==> config.mk <==
export PLATFORM = sky130hd
export DESIGN_NAME = uart_tx_packetizer
export DESIGN_NICKNAME = d
export VERILOG_FILES = /design/src/rtl/uart_pkt_pkg.sv /design/src/rtl/uart_pkt_fifo.sv /design/src/rtl/uart_tx_packetizer.sv
export SDC_FILE = /design/constraint.sdc
export NUM_CORES = 1
export LEC_CHECK = 0
export ABC_AREA = 1
export BUFFER_PORTS_ARGS = -buffer_cell sky130_fd_sc_hd__buf_2
export CAP_MARGIN = 20
export CORE_MARGIN = 2
export CORE_UTILIZATION = 55
export DETAILED_ROUTE_END_ITERATION = 10
export PLACE_DENSITY = 0.75
export SYNTH_ARGS = -nofsm -noshare
export SYNTH_HDL_FRONTEND = slang
export SYNTH_HIERARCHICAL = 1
export SYNTH_SLANG_ARGS = --single-unit
==> constraint.sdc <==
create_clock -name i_CLK -period 22.5 [get_ports i_CLK]
set_input_delay 4.5 -clock i_CLK [delete_from_list [all_inputs] [get_ports i_CLK]]
set_output_delay 4.5 -clock i_CLK [all_outputs]
set_load 0.01 [all_outputs]
==> src/rtl/uart_pkt_pkg.sv <==
// rtl/uart_pkt_pkg.sv - shared constants, source indices and FSM states for the UART TX packetizer
package uart_pkt_pkg;

    localparam int PKT_W   = 40;
    localparam int NUM_SRC = 4;

    localparam logic [7:0] UART_HDR_ADS_DATA = 8'hAA;
    localparam logic [7:0] UART_HDR_MPR_DATA = 8'hBB;
    localparam logic [7:0] UART_HDR_ADS_REG  = 8'h61;
    localparam logic [7:0] UART_HDR_MPR_REG  = 8'h6D;

    // Lower index wins arbitration
    typedef enum logic [1:0] {
        SRC_ADS_REG  = 2'd0,
        SRC_MPR_REG  = 2'd1,
        SRC_ADS_DATA = 2'd2,
        SRC_MPR_DATA = 2'd3
    } src_e;

    typedef enum logic [1:0] {
        ST_IDLE     = 2'd0,
        ST_OFFER    = 2'd1,
        ST_WAIT_RDY = 2'd2
    } tx_state_e;

    function automatic logic [NUM_SRC-1:0] prio_grant(input logic [NUM_SRC-1:0] req);
        logic [NUM_SRC-1:0] g;
        g = '0;
        for (int i = NUM_SRC - 1; i >= 0; i--) begin
            if (req[i]) begin
                g    = '0;
                g[i] = 1'b1;
            end
        end
        return g;
    endfunction

endpackage

==> src/rtl/uart_pkt_fifo.sv <==
// rtl/uart_pkt_fifo.sv - single-clock first-word-fall-through packet FIFO with registered empty flag
module uart_pkt_fifo #(
    parameter int WIDTH      = 40,
    parameter int DEPTH_LOG2 = 3
) (
    input  logic             i_CLK,
    input  logic             i_RST,
    input  logic             i_PUSH,
    input  logic [WIDTH-1:0] i_DATA,
    input  logic             i_POP,
    input  logic             i_FLUSH,
    output logic [WIDTH-1:0] o_DATA,
    output logic             o_FULL,
    output logic             o_EMPTY
);

    localparam int DEPTH = 1 << DEPTH_LOG2;

    logic [WIDTH-1:0]    mem [DEPTH];
    logic [DEPTH_LOG2:0] wr_ptr, rd_ptr, wr_nxt, rd_nxt;
    logic                empty_q;
    logic                do_push, do_pop;

    // Pointers carry one extra wrap bit so full and empty are distinguishable
    assign o_FULL  = (wr_ptr[DEPTH_LOG2] != rd_ptr[DEPTH_LOG2]) &&
                     (wr_ptr[DEPTH_LOG2-1:0] == rd_ptr[DEPTH_LOG2-1:0]);
    assign o_EMPTY = empty_q;
    assign o_DATA  = mem[rd_ptr[DEPTH_LOG2-1:0]];
    assign do_pop  = i_POP && !empty_q;
    assign do_push = i_PUSH && (!o_FULL || do_pop);

    always_comb begin
        wr_nxt = wr_ptr + {{DEPTH_LOG2{1'b0}}, do_push};
        rd_nxt = rd_ptr + {{DEPTH_LOG2{1'b0}}, do_pop};
    end

    always_ff @(posedge i_CLK or posedge i_RST) begin
        if (i_RST) begin
            wr_ptr  <= '0;
            rd_ptr  <= '0;
            empty_q <= 1'b1;
        end else if (i_FLUSH) begin
            wr_ptr  <= '0;
            rd_ptr  <= '0;
            empty_q <= 1'b1;
        end else begin
            wr_ptr  <= wr_nxt;
            rd_ptr  <= rd_nxt;
            empty_q <= (wr_nxt == rd_nxt);
        end
    end

    always_ff @(posedge i_CLK) begin
        if (do_push && !i_FLUSH) begin
            mem[wr_ptr[DEPTH_LOG2-1:0]] <= i_DATA;
        end
    end

endmodule

==> src/rtl/uart_tx_packetizer.sv <==
// rtl/uart_tx_packetizer.sv - frames four sources into 40-bit packets and feeds the UART TX; UART_TX_OVF_CNT_EN enables the drop counter
module uart_tx_packetizer
    import uart_pkt_pkg::*;
#(
    parameter int         FIFO_DEPTH_LOG2 = 3,
    parameter logic [7:0] HDR_ADS_DATA    = UART_HDR_ADS_DATA,
    parameter logic [7:0] HDR_MPR_DATA    = UART_HDR_MPR_DATA,
    parameter logic [7:0] HDR_ADS_REG     = UART_HDR_ADS_REG,
    parameter logic [7:0] HDR_MPR_REG     = UART_HDR_MPR_REG
) (
    input  logic             i_CLK,
    input  logic             i_RST,
    input  logic [31:0]      i_ADS_DATA,
    input  logic             i_ADS_DATA_VALID,
    input  logic [15:0]      i_MPR_DATA,
    input  logic             i_MPR_DATA_VALID,
    input  logic [15:0]      i_ADS_REG_DATA,
    input  logic             i_ADS_REG_VALID,
    input  logic [15:0]      i_MPR_REG_DATA,
    input  logic             i_MPR_REG_VALID,
    input  logic             i_FLUSH,
    output logic [PKT_W-1:0] o_UART_DATA_TX,
    output logic             o_UART_DATA_TX_VALID,
    input  logic             i_UART_DATA_TX_READY,
    output logic [7:0]       o_OVF_CNT,
    output logic             o_FIFO_EMPTY
);

    logic [PKT_W-1:0]   frame    [NUM_SRC];
    logic [PKT_W-1:0]   in_pkt   [NUM_SRC];
    logic [PKT_W-1:0]   slot_pkt [NUM_SRC];
    logic [NUM_SRC-1:0] strobe, in_vld, slot_vld, grant;
    logic [PKT_W-1:0]   push_pkt, fifo_head;
    logic               fifo_full, fifo_empty, fifo_pop;
    logic               ready_q, ready_fall, load_tx, clr_valid;
    tx_state_e          state_q, state_d;

    always_comb begin
        frame[SRC_ADS_REG]   = {HDR_ADS_REG, i_ADS_REG_DATA, 16'h0000};
        frame[SRC_MPR_REG]   = {HDR_MPR_REG, i_MPR_REG_DATA, 16'h0000};
        frame[SRC_ADS_DATA]  = {HDR_ADS_DATA, i_ADS_DATA};
        frame[SRC_MPR_DATA]  = {HDR_MPR_DATA, i_MPR_DATA, 16'h0000};
        strobe               = '0;
        strobe[SRC_ADS_REG]  = i_ADS_REG_VALID;
        strobe[SRC_MPR_REG]  = i_MPR_REG_VALID;
        strobe[SRC_ADS_DATA] = i_ADS_DATA_VALID;
        strobe[SRC_MPR_DATA] = i_MPR_DATA_VALID;
    end

    assign grant = fifo_full ? '0 : prio_grant(slot_vld);

    always_comb begin
        push_pkt = '0;
        for (int i = 0; i < NUM_SRC; i++) begin
            if (grant[i]) push_pkt = slot_pkt[i];
        end
    end

    // Inputs are registered once, then land in a per-source slot; a draining slot may reload
    always_ff @(posedge i_CLK or posedge i_RST) begin
        if (i_RST) begin
            in_vld   <= '0;
            slot_vld <= '0;
            for (int i = 0; i < NUM_SRC; i++) begin
                in_pkt[i]   <= '0;
                slot_pkt[i] <= '0;
            end
        end else begin
            in_vld <= i_FLUSH ? '0 : strobe;
            for (int i = 0; i < NUM_SRC; i++) begin
                in_pkt[i] <= frame[i];
                if (i_FLUSH) begin
                    slot_vld[i] <= 1'b0;
                end else if (in_vld[i] && (!slot_vld[i] || grant[i])) begin
                    slot_vld[i] <= 1'b1;
                    slot_pkt[i] <= in_pkt[i];
                end else if (grant[i]) begin
                    slot_vld[i] <= 1'b0;
                end
            end
        end
    end

    uart_pkt_fifo #(
        .WIDTH      (PKT_W),
        .DEPTH_LOG2 (FIFO_DEPTH_LOG2)
    ) u_fifo (
        .i_CLK   (i_CLK),
        .i_RST   (i_RST),
        .i_PUSH  (|grant),
        .i_DATA  (push_pkt),
        .i_POP   (fifo_pop),
        .i_FLUSH (i_FLUSH),
        .o_DATA  (fifo_head),
        .o_FULL  (fifo_full),
        .o_EMPTY (fifo_empty)
    );

    assign o_FIFO_EMPTY = fifo_empty;
    // Only a READY falling edge proves the controller captured the packet
    assign ready_fall   = ready_q && !i_UART_DATA_TX_READY;

    always_comb begin
        state_d   = state_q;
        load_tx   = 1'b0;
        clr_valid = 1'b0;
        fifo_pop  = 1'b0;
        case (state_q)
            ST_IDLE: begin
                if (!i_FLUSH) begin
                    if (!fifo_empty) begin
                        load_tx = 1'b1;
                        state_d = ST_OFFER;
                    end else if (ready_fall) begin
                        state_d = ST_WAIT_RDY;
                    end
                end
            end
            ST_OFFER: begin
                if (i_FLUSH) begin
                    clr_valid = 1'b1;
                    state_d   = ST_WAIT_RDY;
                end else if (ready_fall) begin
                    fifo_pop  = 1'b1;
                    clr_valid = 1'b1;
                    state_d   = ST_WAIT_RDY;
                end
            end
            ST_WAIT_RDY: begin
                if (!i_FLUSH && i_UART_DATA_TX_READY) state_d = ST_IDLE;
            end
            default: state_d = ST_IDLE;
        endcase
    end

    always_ff @(posedge i_CLK or posedge i_RST) begin
        if (i_RST) begin
            state_q              <= ST_IDLE;
            ready_q              <= 1'b0;
            o_UART_DATA_TX       <= '0;
            o_UART_DATA_TX_VALID <= 1'b0;
        end else begin
            state_q <= state_d;
            ready_q <= i_UART_DATA_TX_READY;
            if (load_tx) begin
                o_UART_DATA_TX       <= fifo_head;
                o_UART_DATA_TX_VALID <= 1'b1;
            end else if (clr_valid) begin
                o_UART_DATA_TX_VALID <= 1'b0;
            end
        end
    end

`ifdef UART_TX_OVF_CNT_EN
    logic [NUM_SRC-1:0] drop;
    logic [2:0]         drop_cnt;
    logic [8:0]         ovf_sum;
    logic [7:0]         ovf_q;

    always_comb begin
        drop     = i_FLUSH ? '0 : (in_vld & slot_vld & ~grant);
        drop_cnt = '0;
        for (int i = 0; i < NUM_SRC; i++) begin
            drop_cnt = drop_cnt + {2'b00, drop[i]};
        end
        ovf_sum = {1'b0, ovf_q} + {6'b000000, drop_cnt};
    end

    always_ff @(posedge i_CLK or posedge i_RST) begin
        if (i_RST) begin
            ovf_q <= '0;
        end else begin
            ovf_q <= ovf_sum[8] ? 8'hFF : ovf_sum[7:0];
        end
    end

    assign o_OVF_CNT = ovf_q;
`else
    assign o_OVF_CNT = 8'h00;
`endif

endmodule

==> results of run 1 <==
-- area by class of cell --
class	count	area share (%)
clock buffer	70	6.13
clock inverter	26	0.894
inverter	116	1.88
multi-input combinational	1077	20.7
sequential	546	64.2
tap	511	2.69
timing repair buffer	147	3.45
-- worst reg2reg max path: stages, from the launching register on --
cell and delay [ps]:
dfrtp_1 360, buf_4 320, inv_2 770, nand2_1 110, nand2_1 130, nor4_1 110, nor2_4 700, nand3_4 550
o2111ai_1 340, nand3_2 420, nor2_4 570, buf_4 500
-- how the worst min path moves through the flow --
stage                       startpoint            to  slack [ps]
after global routing        in_pkt[97]  slot_pkt[97]         490
after CTS                 slot_pkt[97]  slot_pkt[97]         470
after global placement    slot_pkt[73]  slot_pkt[73]         450
after detailed placement  slot_pkt[52]  slot_pkt[52]         460
final                     slot_pkt[52]  slot_pkt[52]         470
after floorplan           slot_pkt[40]  slot_pkt[40]         440
-- registers in the layout (all words and copies together) (netlist names) --
signal                count
u_fifo/rd_ptr             4
slot_pkt                 84
u_fifo/mem              320
u_fifo/o_EMPTY            1
ready_q                   1
in_vld                    4
state_q                   2
slot_vld                  4
o_UART_DATA_TX_VALID      1
o_UART_DATA_TX           40
u_fifo/wr_ptr             4
in_pkt                   81
-- per-layer routing --
| metal | vias up | global-route usage, % |
|---|---|---|
| li1 | 6470 | - |
| met1 | 6651 | 30.8 |
| met2 | 505 | 37.8 |
| met3 | 74 | 4.28 |
| met4 | 0 | 7.14 |
| met5 | - | 0 |
-- stage by stage --
stage          hold slack, ps  instances  cell area (sq um)  utilization [%]  setup slack [ps]
2_1_floorplan             442       1849              21200                -             12060
3_3_place_gp              453       2395              22100             58.4             15200
3_5_place_dp              458       2395              22100             58.4             15160
4_1_cts                   474       2491              23700             62.8             15780
5_1_grt                   490       2493              23800             63.0             15580
6_report                  471       2493              23800             63.0             15750
-- where the power goes --
part	total [mW]	internal (mW)	switching, mW	leakage, nW
registers	1.21	1.16	0.0455	5.64
clock network	0.846	0.489	0.357	0.822
logic	0.223	0.0752	0.148	3.45
total	2.28	1.73	0.550	9.91
-- cell usage in the layout (no fill, tap or decap), types with 3 or more instances in the layout --
cell	count
nor2_1	196
clkinv_2	9
inv_6	3
dfrtp_1	223
inv_2	3
conb_1	9
o21ai_0	209
buf_4	16
nor2_4	9
inv_1	111
nand3_2	3
buf_2	129
nand2_4	3
clkinv_1	8
edfxtp_1	320
a21oi_1	3
nand4_1	35
bufinv_16	3
nand3_1	100
nand2_1	399
clkbuf_16	55
o22ai_1	80
ha_1	4
o21ai_1	12
nor2_2	5
nand2_2	3
clkbuf_1	11
-- cell families after synthesis --
group                    count (synthesis)
AND/OR/NAND/NOR                        757
flip-flops                             546
AO/OA/AOI/OAI                          307
buffers and inverters                  226
adder cells (fa/ha/maj)                  4
other                                    2
==> out/results.tsv, run 1 <==
stage	metric	value	unit
drt	drtAntennaViolNets	0	
worst_setup_path	crit_required	22730	ps
sta	worst_pin_slew	933	ps
worst_setup_path	cp_cell_sequence	buf_2 > nor4_1 > inv_1 > or2_2 > nand3_1 > nand3_2 > nor2_4 > buf_4	
worst_setup_path	critPathArrivalTime	6980	ps
worst_hold_path	hold_path_depth	2	
floorplan	rows	71	
sta	slew_headroom	37.2	%
yosys	async_reset_ff_share	41.4	%
global_route	grt_pass1_vias	13500	
placement	gp_congestion	0.845	
global_route	grt_max_degree	162	
worst_setup_path	crit_family	simple AND/OR/NAND/NOR gates	
drt	drc	0	
yosys	synth_edf_count	320	
floorplan	die_h	200	um
worst_setup_path	path_buf_inv	3	
yosys	synth-simple-area-share	14.8	%
yosys	synth.most_common_cell	nand2_1	
yosys	synth.area.top_cells	edfxtp_1 45%, dfrtp_1 27%, nand2_1 7.1%	
yosys	synth_area_leader_cell	edfxtp_1	
pwr	vdd_drop_max	0.0721	mV
global_route	track_usage	22.8	%
sta	fin_crit_sh	30.0	%
yosys	syn_inst	1842	
finish	multiInputGateArea	0.00493	sq mm
yosys	ys_seq_elements	546	
yosys	synth_xor_area_share	0	%
drt	wire_per_inst	18.1	um
worst_setup_path	critPathSlowestCell	nor2_4	
placement	io_buffers	129	
drt	wl_met3	2970	um
drt	top_layer_used	met4	
finish	fillers	2853	
finish	drive_above_1_share	13.0	%
worst_setup_path	r2r_start	u_fifo/rd_ptr[2]	
worst_setup_path	crit_end	u_fifo/mem[7][21]	
floorplan	io_pins	138	
drt	dr_total_vias	13700	
worst_setup_path	r2r_end	u_fifo/mem[7][21]	
worst_setup_path	ff2ff_setup_slack	17250	ps
worst_setup_path	worst-path-max-fanout	28	
global_route	grt_antenna_before_repair	0	
cts	clock_sinks	546	
cts	cts_max_level	2	
sta	fmax	0.148	GHz
cts	clkLatencyLatePin	590	ps
pwr	p_leak	9.91	nW
cts	hold_buffers	0	
worst_setup_path	critical_path_depth	8	
sta	setup_violations	0	
finish	seqCellArea	0.0153	sq mm
cts	clock_path_buffers	3	
worst_setup_path	startpoint	i_FLUSH	
yosys	synth.area.mux_share	0	%
cts	root_buffer	clkbuf_16	
finish	syn_to_final_growth	12.4	%
pwr	power	2.28	mW
drt	wl_met1	19000	um
worst_setup_path	critPathLaunchType	input port	
yosys	syn_area_per_cell	11.5	sq um
worst_hold_path	hold_path.class	reg2reg	
yosys	synth_top_area_share	45.4	%
floorplan	start_util	56.0	%
drt	drtIter0Drc	1251	
finish	num_antenna_cells	0	
yosys	synth_cell_type_count	33	
worst_setup_path	cp-end-kind	register	
worst_setup_path	reg2regPathDepth	11	
worst_setup_path	slowest_delay	560	ps
floorplan	core_area	0.0378	sq mm
floorplan	die_w	200	um
sta	maxSlewViolCount	0	
sta	final.setup.tns	0	ps
yosys	ys_top_cells_by_count	399 x nand2_1, 320 x edfxtp_1, 225 x dfrtp_1	
yosys	yosysWarnings	6	
yosys	synth_compound_area_share	7.78	%
yosys	synthesis.area	0.0212	sq mm
sta	fin_worst_skew	23.4	ps
placement	dp_hpwl	26300	um
yosys	synth_top_family_by_area	simple AND/OR/NAND/NOR gates	
finish	finalNetCount	2032	
global_route	grt_pass1_wl	72200	um
flow_run	max_cap_violations	0	
yosys	synthAdderAreaFrac	0.237	%
global_route	grt_overflow	0	
drt	vias_per_cell	5.50	
cts	cts_resized	0	
sta	hold_violations	0	
drt	dr.pass1.iters	5	
cts	cts_setup_buffers	0	
drt	totalWireLength	45100	um
yosys	yosysSeqAreaShare	72.2	%
sta	rsz0062_at_grt	no	
pwr	powerDensity	95.8	mW/mm^2
floorplan	dieArea	0.0401	sq mm
yosys	ys.flop_type	edfxtp_1	
outcome	status	finished clean	
cts	cts_made_buffers	52	
drt	wl_met2	22200	um
worst_setup_path	critPathKind	in2reg	
sta	period_needed	6750	ps
cts	tritoncts	built	
cts	path_clk_slew	60	ps
Note: power is estimated with default switching activity, not from simulation.
==> inputs of run 2 (changes only) <==
--- a/config.mk
+++ b/config.mk
@@ -5,7 +5,7 @@
 export SDC_FILE = /design/constraint.sdc
 export NUM_CORES = 1
 export LEC_CHECK = 0
-export ABC_AREA = 1
+export ABC_AREA = 0
 export BUFFER_PORTS_ARGS = -buffer_cell sky130_fd_sc_hd__buf_2
 export CAP_MARGIN = 20
 export CORE_MARGIN = 2
==> constraint.sdc (replaced) <==
create_clock -name i_CLK -period 6.5 [get_ports i_CLK]
set_input_delay 1.3 -clock i_CLK [delete_from_list [all_inputs] [get_ports i_CLK]]
set_output_delay 1.3 -clock i_CLK [all_outputs]
set_load 0.01 [all_outputs]
==> out/results.tsv, run 2 <==
stage	metric	value	unit	change
outcome	status	finished clean		
yosys	synthAdderAreaFrac	0.240	%	+0.0033 points
drt	drtIter0Drc	624		-50%
sta	final.setup.tns	0	ps	unchanged
sta	whs	473	ps	+2.10 ps
drt	totalWireLength	39000	um	-14%
yosys	synth.area.top_cells	edfxtp_1 46%, dfrtp_1 27%, mux4_1 10%		
finish	drive_above_1_share	34.6	%	+22 points
yosys	ys_seq_elements	546		unchanged
pwr	power.switching	1.83	mW	+230%
worst_setup_path	critPathLaunchType	register		
worst_setup_path	slowest_delay	1040	ps	+480 ps
finish	stdcell_area	0.0240	sq mm	+0.84%
cts	clock_sinks	546		unchanged
global_route	grt_pass1_wl	60700	um	-16%
worst_setup_path	reg2regPathDepth	7		-4
sta	period_needed	3710	ps	
cts	cts_setup_buffers	0		unchanged
yosys	synth_edf_count	320		unchanged
pwr	netSwitchingFraction	22.5	%	-1.7 points
worst_setup_path	critPathArrivalTime	3910	ps	-3070 ps
yosys	ys_top_cells_by_count	320 x edfxtp_1, 225 x dfrtp_1, 151 x mux2_2		
finish	syn_to_final_growth	14.9	%	
pwr	powerDensity	339	mW/mm^2	+250%
yosys	synth.most_common_cell	edfxtp_1		
sta	fin_worst_skew	20.1	ps	-3.28 ps
yosys	synth_compound_area_share	2.45	%	-5.3 points
worst_setup_path	crit_required	6710	ps	-16,020 ps
cts	clkLatencyLatePin	600	ps	about the same
worst_hold_path	worstHoldStart	in_pkt[41]		
global_route	grt_antenna_before_repair	1		+1
yosys	synth_area_leader_cell	edfxtp_1		
pwr	vdd_drop_max	0.241	mV	+230%
sta	fmax	0.270	GHz	
worst_setup_path	critPathSlowestCell	o31ai_1		
cts	root_buffer	clkbuf_16		
finish	num_antenna_cells	0		unchanged
sta	maxSlewViolCount	0		unchanged
flow_run	max_cap_violations	0		unchanged
sta	worst_pin_slew	1290	ps	+359 ps
yosys	ys.flop_type	edfxtp_1		
sta	setup_violations	0		unchanged
placement	dp_hpwl	22600	um	-14%
cts	cts_resized	0		unchanged
global_route	grt_pass1_vias	10400		-23%
placement	gp_congestion	0.748		-11%
drt	vias_per_cell	5.67		+3.1%
worst_hold_path	hold_path.class	reg2reg		
drt	wire_per_inst	22.3	um	+23%
placement	place_area	0.0220	sq mm	-0.16%
global_route	grt_overflow	0		unchanged
cts	clock_path_buffers	3		unchanged
worst_setup_path	cp-end-kind	register		
worst_setup_path	ff2ff_setup_slack	2790	ps	-14,460 ps
drt	drtAntennaViolNets	0		unchanged
yosys	syn_inst	1035		-44%
placement	io_buffers	129		unchanged
sta	slew_headroom	13.1	%	-24 points
floorplan	die_w	199	um	-0.68%
floorplan	io_pins	138		unchanged
pwr	power	8.13	mW	+260%
yosys	syn_area_per_cell	20.2	sq um	+76%
finish	finalNetCount	1284		-37%
pwr	pwr-share-comb	9.3	%	-0.5 points
worst_hold_path	hold_path_depth	1		-1
drt	dr.pass1.iters	7		+2
floorplan	die_h	199	um	-0.68%
floorplan	rows	71		unchanged
yosys	synthesis.area	0.0209	sq mm	-1.4%
drt	drc	0		unchanged
yosys	yosysSeqAreaShare	73.2	%	+1.0 points
sta	hold_violations	0		unchanged
worst_setup_path	r2r_end	u_fifo/mem[4][23]		
floorplan	dieArea	0.0395	sq mm	-1.3%
global_route	track_usage	20.5	%	-2.3 points
worst_hold_path	worstHoldEndpoint	slot_pkt[41]		
cts	cts_made_buffers	55		+5.8%
worst_setup_path	worst-path-max-fanout	27		-3.6%
yosys	synth_xor_area_share	0.504	%	+0.50 points
drt	dr_total_vias	9909		-28%
global_route	grt_max_degree	178		+9.9%
cts	cts_max_level	2		unchanged
finish	final_cell_mix	320 x edfxtp_1, 222 x dfrtp_1, 151 x mux2_2		
cts	path_clk_slew	60	ps	about the same
sta	fin_crit_sh	57.0	%	
pwr	p_leak	9.03	nW	-8.9%
yosys	synth_top_family_by_area	multiplexers		
floorplan	start_util	55.7	%	-0.38 points
finish	final_common_cell	edfxtp_1		
worst_setup_path	cp_cell_sequence	xnor2_1 > nand4_1 > inv_1 > buf_4 > or4b_1 > o22ai_1 > o31ai_1		
yosys	yosysWarnings	6		unchanged
yosys	synth.area.mux_share	19.1	%	+19 points
finish	largest_reg_flops	320		unchanged
cts	tritoncts	built		
sta	rsz0062_at_grt	no		
yosys	synth_cell_type_count	53		+61%
yosys	synth_top_area_share	46.1	%	+0.63 points
worst_setup_path	critPathKind	reg2reg		
yosys	async_reset_ff_share	41.4	%	unchanged
floorplan	core_area	0.0375	sq mm	-0.71%
pwr	p_seq_share	51.4	%	-1.6 points
worst_setup_path	r2r_start	u_fifo/rd_ptr[0]		
yosys	synth-simple-area-share	2.58	%	-12 points
placement	dp_cells	1637		-32%
cts	hold_buffers	0		unchanged
pwr	clkPwrFrac	39.4	%	+2.2 points
pwr	intPower	6.30	mW	+270%
finish	final_cells	1749		-30%
==> run 2: kinds of logic (layout without fill, tap and decap cells) <==
family | after synthesis | after routing
mux | 244 | 244
xor+xnor | 12 | 12
simple gates | 88 | 88
flops | 546 | 546
buf+inv | 70 | 266
other cells | 2 | 9
compound gates | 69 | 69
fa+ha+maj | 4 | 4
==> run 2: metrics by stage <==
| step | utilization [%] | setup WS (ps) |
|---|---|---|
| finish | 64.0 | 2790 |
| floorplan | - | 906 |
| detailed placement | 58.7 | 2250 |
| CTS | 63.7 | 2790 |
| global route | 64.0 | 2590 |
| global placement | 58.7 | 2320 |
==> run 2: metal layers <==
layer | vias up | part of all wire [%] | track usage, %
li1 | 4413 | - | -
met1 | 5141 | 43 | 28.3
met2 | 290 | 49 | 32.6
met3 | 65 | 4.8 | 3.88
met4 | 0 | 2.7 | 8.04
met5 | - | 0 | 0
==> run 2: worst max path at each step <==
stage                startpoint                 to  slack (ps)  cells after the start
6_report       u_fifo/rd_ptr[0]  u_fifo/mem[4][23]        2790                      7
2_1_floorplan           i_FLUSH   u_fifo/mem[6][0]         910                      7
3_3_place_gp            i_FLUSH  u_fifo/mem[2][19]        2320                      7
5_1_grt        u_fifo/rd_ptr[0]  u_fifo/mem[4][23]        2590                      7
4_1_cts        u_fifo/rd_ptr[0]  u_fifo/mem[0][31]        2790                      9
3_5_place_dp            i_FLUSH  u_fifo/mem[3][14]        2250                      7
==> run 2: power groups by stage <==
stage | combinational [mW] | clock [mW] | sequential, mW
final | 0.754 | 3.20 | 4.18
after global routing | 0.830 | 3.41 | 4.21
after CTS | 0.758 | 3.25 | 4.18
after detailed placement | 0.752 | 0 | 4.24
after global placement | 0.728 | 0 | 4.23
after floorplan | 0.420 | 0 | 4.26
==> run 2: layout make-up <==
class	instances	area [sq um]
clock buffer	71	1580
timing repair buffer	156	888
tap	511	639
clock inverter	32	287
sequential	546	15300
multi-input combinational	426	5290
fill	2580	13500
inverter	7	30.0
==> run 2: worst max-delay path: cells and delay by family (launching register included) <==
kind / cells / cell delay, ps
DFF: 1 / 730
buffers and inverters: 2 / 430
AOI/OAI and AO/OA: 2 / 1170
and+or+nand+nor: 2 / 780
xor gates and xnor gates: 1 / 180
==> inputs of run 3 (changes only) <==
--- a/config.mk
+++ b/config.mk
@@ -5,7 +5,7 @@
 export SDC_FILE = /design/constraint.sdc
 export NUM_CORES = 1
 export LEC_CHECK = 0
-export ABC_AREA = 0
+export ABC_AREA = 1
 export BUFFER_PORTS_ARGS = -buffer_cell sky130_fd_sc_hd__buf_2
 export CAP_MARGIN = 20
 export CORE_MARGIN = 2
==> constraint.sdc (replaced) <==
create_clock -name i_CLK -period 3.8 [get_ports i_CLK]
set_input_delay 0.76 -clock i_CLK [delete_from_list [all_inputs] [get_ports i_CLK]]
set_output_delay 0.76 -clock i_CLK [all_outputs]
set_load 0.01 [all_outputs]
==> out/results.tsv, run 3 (synthesis gave the netlist of run 1 again) <==
stage	metric	value	unit	change
outcome	status	finished clean		
worst_setup_path	worst-path-max-fanout	37		+37%
drt	vias_per_cell	5.54		-2.3%
flow_run	max_cap_violations	0		unchanged
global_route	grt_max_degree	128		-28%
pwr	p_leak	9.99	nW	+11%
placement	io_buffers	129		unchanged
drt	dr.pass1.iters	5		-2
worst_hold_path	hold_path.class	in2async		
finish	final_cell_mix	399 x nand2_1, 320 x edfxtp_1, 223 x dfrtp_1		
floorplan	dieArea	0.0401	sq mm	+1.4%
cts	root_buffer	clkbuf_16		
drt	totalWireLength	46300	um	+19%
sta	fmax	0.292	GHz	+8.3%
sta	hold_violations	0		unchanged
finish	syn_to_final_growth	13.3	%	
sta	setup_violations	0		unchanged
global_route	grt_pass1_wl	74500	um	+23%
global_route	track_usage	23.5	%	+3.0 points
sta	worst_pin_slew	858	ps	-435 ps
finish	num_antenna_cells	0		unchanged
worst_setup_path	r2r_start	u_fifo/rd_ptr[0]		
pwr	power	13.3	mW	+64%
sta	fin_worst_skew	20.8	ps	+0.638 ps
worst_setup_path	ff2ff_setup_slack	380	ps	-2420 ps
drt	drc	0		unchanged
floorplan	rows	71		unchanged
worst_setup_path	critPathKind	reg2reg		
finish	final_common_cell	nand2_1		
sta	fin_crit_sh	90.1	%	+33 points
sta	rsz0062_at_grt	no		
placement	dp_hpwl	27900	um	+23%
global_route	grt_overflow	0		unchanged
cts	cts_made_buffers	52		-5.5%
sta	slew_headroom	42.8	%	+30 points
floorplan	io_pins	138		unchanged
worst_setup_path	r2r_end	u_fifo/mem[5][10]		
floorplan	core_area	0.0378	sq mm	+0.71%
floorplan	die_h	200	um	+0.68%
placement	gp_congestion	0.879		+18%
cts	clock_path_buffers	3		unchanged
cts	cts_resized	0		unchanged
cts	tritoncts	built		
worst_setup_path	reg2regPathDepth	11		+4
floorplan	die_w	200	um	+0.68%
pwr	vdd_drop_max	0.457	mV	+90%
drt	drtIter0Drc	1239		+99%
sta	period_needed	3420	ps	-283 ps
cts	clock_sinks	546		unchanged
pwr	powerDensity	557	mW/mm^2	+64%
finish	fillers	2836		+9.9%
drt	dr_total_vias	13900		+40%
drt	wire_per_inst	18.5	um	-17%
drt	drtAntennaViolNets	0		unchanged
worst_setup_path	critPathArrivalTime	3700	ps	-210 ps
finish	largest_reg_flops	320		unchanged
worst_setup_path	crit_required	4070	ps	-2640 ps
global_route	grt_pass1_vias	14000		+34%
cts	clkLatencyLatePin	590	ps	about the same
worst_setup_path	cp-end-kind	register		
cts	path_clk_slew	60	ps	about the same
cts	hold_buffers	0		unchanged
floorplan	start_util	56.0	%	+0.38 points
global_route	grt_antenna_before_repair	0		-1
cts	cts_max_level	2		unchanged
cts	cts_setup_buffers	0		unchanged
finish	finalNetCount	2051		+60%
worst_setup_path	critPathLaunchType	register		
sta	whs	175	ps	-298 ps
sta	maxSlewViolCount	0		unchanged
finish	drive_above_1_share	13.6	%	-21 points
[run 3: cell types whose count changed in the layout (fill, tap and decap cells not counted), sizes merged, moves of 16 or more]
cell,previous run,this run
inv,10,115
o22ai,16,80
a211oi,16,0
o31ai,17,0
nor2,15,211
o21ai,2,221
nand2,4,405
nand3,18,104
and2,16,0
nand4,1,35
mux2,164,0
mux4,80,0
[run 3: worst max-delay path by stage]
stage                                start                 to  slack (ps)  cells after the start
after detailed placement  u_fifo/rd_ptr[0]  u_fifo/mem[4][33]         120                     11
after CTS                 u_fifo/rd_ptr[0]  u_fifo/mem[5][10]          90                     11
after global routing      u_fifo/rd_ptr[0]  u_fifo/mem[5][34]         150                     11
final                     u_fifo/rd_ptr[0]  u_fifo/mem[5][10]         380                     11
after floorplan                    i_FLUSH   u_fifo/mem[0][0]        -280                      8
after global placement    u_fifo/rd_ptr[0]  u_fifo/mem[5][32]         270                     11
[run 3: metrics by stage]
stage / cells / utilization [%] / setup WS, ps / setup TNS (ps) / cell area, sq um
global route: 2509 / 63.5 / 147 / 0 / 24000
detailed placement: 2413 / 59.2 / 118 / 0 / 22300
global placement: 2412 / 59.1 / 267 / 0 / 22300
CTS: 2506 / 63.4 / 90.7 / 0 / 23900
floorplan: 1849 / - / -280 / -89690 / 21200
finish: 2509 / 63.5 / 377 / 0 / 24000
[run 3: cell type report]
type	count	area [sq um]	area share, %
flip-flops and latches	546	15300	63.7
multi-input cells	1078	4940	20.6
clock buffers	76	1480	6.16
repair buffers	165	1100	4.58
well taps	511	639	2.67
inverters	116	444	1.85
clock inverters	17	111	0.464
[run 3: routing by layer]
| metal | vias to the layer above | track usage, % | wire [um] |
|---|---|---|---|
| met5 | - | 0 | 0 |
| met4 | 0 | 8.96 | 1430 |
| met3 | 93 | 3.77 | 3370 |
| met2 | 589 | 38.5 | 22400 |
| met1 | 6710 | 32.0 | 19100 |
| li1 | 6499 | - | - |
[run 3: worst max-delay path: stages (launching register included)]
cell       delay, ps
dfrtp_4          640
inv_6            100
nand2_1           50
nand2_1           80
nor4_1            60
buf_4            170
nor2_4           400
nand2_1          160
o2111ai_1        200
nand3_2          440
nor2_4           560
buf_12           240
[run 3: power by group]
part           switching [mW]  internal (mW)  leakage (nW)
Clock                    2.09           2.75         0.784
Sequential              0.278           6.88          5.64
Combinational           0.887          0.465          3.57
